<file path="config.mk">
export PLATFORM = sky130hd
export DESIGN_NAME = cart_loader
export DESIGN_NICKNAME = d
export VERILOG_FILES = /design/src/rtl/scv_pkg.sv /design/src/rtl/cart_loader.sv
export SDC_FILE = /design/constraint.sdc
export NUM_CORES = 1
export LEC_CHECK = 0
export CORE_MARGIN = 10
export CORE_UTILIZATION = 48
export DETAILED_ROUTE_END_ITERATION = 16
export PLACE_DENSITY_LB_ADDON = 0.25
export SETUP_SLACK_MARGIN = 0.1
export SLEW_MARGIN = 0
export SYNTH_ARGS = -nofsm -noshare
export SYNTH_HDL_FRONTEND = slang
export SYNTH_SLANG_ARGS = --single-unit
</file>
<file path="constraint.sdc">
create_clock -name CLK -period 2.45 [get_ports CLK]
set_input_delay 0.245 -clock CLK [delete_from_list [all_inputs] [get_ports CLK]]
set_output_delay 0.245 -clock CLK [all_outputs]
set_load 0.02 [all_outputs]
</file>
<file path="src/rtl/scv_pkg.sv">
// Shared types and constants for the SCV console cartridge path.
package scv_pkg;

   typedef enum logic [2:0] {
      CM_NONE,
      CM_8K,
      CM_16K,
      CM_32K,
      CM_64K,
      CM_128K
   } cart_mapper_t;

   typedef enum logic [1:0] {
      ST_IDLE,
      ST_RECV,
      ST_WRITE,
      ST_FINISH
   } cart_state_t;

   localparam logic [7:0] CART_INDEX_DEFAULT = 8'd1;

endpackage

</file>
<file path="src/rtl/cart_loader.sv">
// Writes the HPS ioctl cartridge stream into cartridge memory over a WE/ACK
// handshake and classifies the final image size into a mapper configuration.
module cart_loader
   import scv_pkg::*;
#(
   parameter logic [7:0] CART_INDEX = CART_INDEX_DEFAULT,
   parameter int         ADDR_W     = 17
) (
   input  logic              CLK,
   input  logic              RESB,
   input  logic              IOCTL_DOWNLOAD,
   input  logic [7:0]        IOCTL_INDEX,
   input  logic              IOCTL_WR,
   input  logic [24:0]       IOCTL_ADDR,
   input  logic [7:0]        IOCTL_DOUT,
   output logic              IOCTL_WAIT,
   output logic [ADDR_W-1:0] CART_ADDR,
   output logic [7:0]        CART_DATA,
   output logic              CART_WE,
   input  logic              CART_ACK,
   output logic              CART_BUSY,
   output logic              CART_VALID,
   output cart_mapper_t      CART_MAPPER,
   output logic [ADDR_W-1:0] CART_MASK,
   output logic              CART_OVF
);

   cart_state_t     state;
   logic [ADDR_W:0] size;
   logic [ADDR_W:0] next_end;
   logic            in_range;
   cart_mapper_t    fin_mapper;

   function automatic cart_mapper_t classify(input logic [ADDR_W:0] sz);
      logic [31:0] s;
      s = 32'(sz);
      if (s == 32'd0)           return CM_NONE;
      else if (s <= 32'd8192)   return CM_8K;
      else if (s <= 32'd16384)  return CM_16K;
      else if (s <= 32'd32768)  return CM_32K;
      else if (s <= 32'd65536)  return CM_64K;
      else                      return CM_128K;
   endfunction

   function automatic logic [ADDR_W-1:0] class_mask(input cart_mapper_t m);
      logic [31:0] full;
      // NOTE: default before the case keeps every path assigned, so no latch.
      full = '0;
      case (m)
         CM_8K:   full = 32'h0000_1FFF;
         CM_16K:  full = 32'h0000_3FFF;
         CM_32K:  full = 32'h0000_7FFF;
         CM_64K:  full = 32'h0000_FFFF;
         CM_128K: full = 32'h0001_FFFF;
         default: full = '0;
      endcase
      return full[ADDR_W-1:0];
   endfunction

   assign in_range   = (IOCTL_ADDR >> ADDR_W) == 25'd0;
   assign next_end   = {1'b0, IOCTL_ADDR[ADDR_W-1:0]} + (ADDR_W+1)'(1);
   assign fin_mapper = classify(size);

   // NOTE: asynchronous reset acts immediately; all state uses non-blocking
   // assignments so every register sees pre-edge values.
   always_ff @(posedge CLK or negedge RESB) begin
      if (!RESB) begin
         state       <= ST_IDLE;
         size        <= '0;
         IOCTL_WAIT  <= 1'b0;
         CART_ADDR   <= '0;
         CART_DATA   <= '0;
         CART_WE     <= 1'b0;
         CART_BUSY   <= 1'b0;
         CART_VALID  <= 1'b0;
         CART_MAPPER <= CM_NONE;
         CART_MASK   <= '0;
         CART_OVF    <= 1'b0;
      end else begin
         case (state)
            ST_IDLE: begin
               if (IOCTL_DOWNLOAD && (IOCTL_INDEX == CART_INDEX)) begin
                  CART_VALID <= 1'b0;
                  CART_OVF   <= 1'b0;
                  size       <= '0;
                  CART_BUSY  <= 1'b1;
                  state      <= ST_RECV;
               end
            end
            ST_RECV: begin
               if (IOCTL_WR) begin
                  if (in_range) begin
                     CART_ADDR  <= IOCTL_ADDR[ADDR_W-1:0];
                     CART_DATA  <= IOCTL_DOUT;
                     CART_WE    <= 1'b1;
                     IOCTL_WAIT <= 1'b1;
                     if (next_end > size) size <= next_end;
                     state      <= ST_WRITE;
                  end else begin
                     // Bytes past the window are dropped without stalling.
                     CART_OVF <= 1'b1;
                  end
               end else if (!IOCTL_DOWNLOAD) begin
                  state <= ST_FINISH;
               end
            end
            ST_WRITE: begin
               if (CART_ACK) begin
                  CART_WE    <= 1'b0;
                  IOCTL_WAIT <= 1'b0;
                  state      <= IOCTL_DOWNLOAD ? ST_RECV : ST_FINISH;
               end
            end
            ST_FINISH: begin
               CART_MAPPER <= fin_mapper;
               CART_MASK   <= class_mask(fin_mapper);
               CART_VALID  <= (fin_mapper != CM_NONE);
               CART_BUSY   <= 1'b0;
               state       <= ST_IDLE;
            end
            default: state <= ST_IDLE;
         endcase
      end
   end

endmodule

</file>
==> impl_results.md <==
- Status: finished, violations left
- Failing checks: setup timing
- Initial core utilization: 49.5%
- Fin. Hold Viols: 0
- Final WL: 10300 um
- CP most frequent cell: nand4_1
- Placed cell areas: 4690 sq um
- Share of layout cells above drive strength 1: 26.6%
- DP Cell Count: 560
- Hold slack: 0.183 ns
- Final worst slack: -0.133 ns
- Initial antenna violation count: 0
- First-iteration detailed-routing DRC count: 150
- Seq cells post-synth: 57
- Mapped Area: 3380 sq um
- Antenna diodes: 0
- Clk slew on worst S/H paths: 0.06 ns
- Post-route cell area: 5270 sq um
- Port bufs: 95
- Final setup vio count: 18
- Post-Place Worst Slack: -0.890 ns
- Finished Layout Cells: 593
- Register Area: 1430 sq um
- Final slew viol count: 0
- Count of cell types in the netlist: 47
- Syn avg cell area: 9.77 sq um
- DRC Markers: 0
- Wirelength per Cell: 17.4 um
- Post-synthesis async set-or-reset flop share: 100%
- Crit path max fanout: 4
- CTS root buffer: clkbuf_8
- Global route overflow: 0
- Synth Warn #: 0
- Max-cap violations: 0
- Die outline height: 104 um
- Largest net degree at the start of global routing: 33
- Data arrival, critical path: 2.84 ns
- Global-route wire length before repair: 16600 um
- Leakage: 2.50 nW
- CTS buffer count: 9
- Nets: 558
- Cell Chain, Critical Path: buf_2 -> nand4_1 -> nor2_2 -> nand4_1 -> xnor2_1 -> buf_4 -> ha_4 -> and3_4 -> a211o_1 -> a221oi_2 -> a21o_4 -> buf_12 -> buf_16 -> mux2i_2
- Post-route ant nets: 0
- Setup TNS: -2.10 ns
- Syn-to-layout area delta: 55.9%
- CP max-delay cell: a221oi_2
- Global-route usage over all layers: 18.5%
- Critical path's largest stage delay: 0.33 ns
- RSZ-0062 raised after global routing: true
- Slew @ Worst Pin: 0.644 ns
- Post-synth EDFFs: 0
- Die span in x: 104 um
- Gpl congestion: 0.854
- Top-count cell post-synth: nand2_1
- # fillers: 463
- Slew HR: 57.0%
- Die area: 10800 sq um
- Worst path required time: 2.71 ns
- Vias: 3175
- Ports: 96
- Core Util, Final: 77.2%
- Total design power: 2.73 mW
- F_max: 387 MHz
- H-tree Lvls: 3
- Gate Count Post-Synth: 346
- Clk sinks: 57
- Top post-synthesis cells by area: dfrtp_1 42%, ha_1 7.4%, mux2_1 6.7%
- TritonCTS clock tree: done
- Core ar.: 6830 sq um
- Multi-input gate area: 1920 sq um
- HPWL after DPL: 7210 um
- Skew-Pair Late Insertion Delay: 0.34 ns
- PD cells: 517 nW/um^2
- Vias in the first global route: 3359
- Startpoint type of the worst setup path: primary input
- Post-synth top cells: 59 x nand2_1, 57 x dfrtp_1, 22 x inv_1, 20 x ha_1, 20 x mux2_1
- Syn nets: 412
- Seq/Total Area, Yosys: 42.2%
- Period utilization: 105%
- Hold/Removal Path Class: primary input to register
- CP Class: primary input to register
- Clock tree buffer depth: 2
- # rows: 30
- Post-Route Skew: 0.00523 ns
- Synth area leader: dfrtp_1
- Vias per cell: 5.35
- Final worst path period need: 2.58 ns
- DR pass1 iterations: 4
- Yosys top cell area share: 42.2%
- Post-synth top flop: dfrtp_1
- Setup crit end kind: register
- Peak VDD IR: 0.000524 V
-- cells in the final DEF (no fill, tap or decap), types with 4 or more instances in the layout --
cell type,n
buf_4,53
clkdlybuf4s50_1,80
mux2_2,6
a21oi_1,9
mux2i_1,18
inv_1,22
buf_12,4
buf_6,9
clkbuf_8,10
dfrtp_1,57
nand3_1,9
nand2_1,56
buf_2,7
mux2_1,20
xnor2_1,10
nor2_1,9
nand4_1,11
o21ai_1,5
o21ai_0,4
ha_1,17
-- worst max-delay path, delay by kind of cell --
| family | cells | cell delay, ns |
|---|---|---|
| AO/OA/AOI/OAI | 3 | 0.84 |
| AND/OR/NAND/NOR | 4 | 0.63 |
| buffers and inverters | 4 | 0.53 |
| XOR/XNOR | 1 | 0.23 |
| adder cells (fa/ha/maj) | 1 | 0.19 |
| multiplexers | 1 | 0.19 |
-- cells by family after synthesis --
logic type | after synthesis | synth area share, %
muxes | 45 | 14.3
DFF | 57 | 42.2
buffers and inverters | 47 | 7.36
xor gates and xnor gates | 16 | 4.15
adders and majority gates | 20 | 7.40
AOI/OAI and AO/OA | 42 | 7.88
and+or+nand+nor | 119 | 16.7
-- layer usage --
layer / wire length [um] / part of all wire (%) / GRT usage [%] / vias to the layer above
met2: 5200 / 51 / 31.4 / 109
met4: 292 / 2.8 / 7.85 / 0
met1: 4090 / 40 / 21.2 / 1544
met3: 712 / 6.9 / 5.39 / 27
li1: - / - / - / 1495
met5: 0 / 0 / 0 / -
-- sequential cells by signal, indices dropped and copies added, names as in the netlist --
signal       count
size            18
CART_MAPPER      3
CART_BUSY        1
CART_WE          1
CART_OVF         1
CART_VALID       1
CART_DATA        8
CART_MASK        5
CART_ADDR       17
state            2
-- final cells by class --
| type | count | share of cell area [%] |
|---|---|---|
| repair buffers | 160 | 29.0 |
| multi-input cells | 242 | 36.4 |
| clock buffers | 11 | 2.68 |
| clock inverters | 5 | 1.04 |
| well taps | 96 | 2.28 |
| flip-flops and latches | 57 | 27.1 |
| inverters | 22 | 1.57 |
-- repair_timing --
action,4_1_cts,5_1_grt
setup endpoints to repair,21,21
buffers inserted,12,3
hold buffers,1,0
endpoints found under the hold margin,25,0
resized for setup,79,26
pin swaps,28,17
gates cloned,3,0
-- final timing paths --
check / slack (ns) / depth (start not counted) / startpoint / end
worst max-delay path: -0.13 / 14 / IOCTL_ADDR[4] / size[8]$_DFFE_PN0P_
worst min-delay path: 0.18 / 2 / IOCTL_ADDR[7] / CART_ADDR[7]$_DFFE_PN0P_
worst max register to register: -0.06 / 9 / size[13]$_DFFE_PN0P_ / size[8]$_DFFE_PN0P_
worst min register to register: 0.48 / 2 / CART_MASK[14]$_DFFE_PN0P_ / CART_MASK[14]$_DFFE_PN0P_
max in group asynchronous: 1.37 / 3 / RESB / CART_ADDR[16]$_DFFE_PN0P_
min in group asynchronous: 0.48 / 2 / RESB / CART_ADDR[6]$_DFFE_PN0P_
-- power breakdown --
part / switching, mW / internal (mW)
logic: 0.391 / 0.382
clock network: 0.397 / 0.494
registers: 0.0630 / 1.00
total: 0.852 / 1.88
No activity file was read; power rests on OpenSTA's default activity.
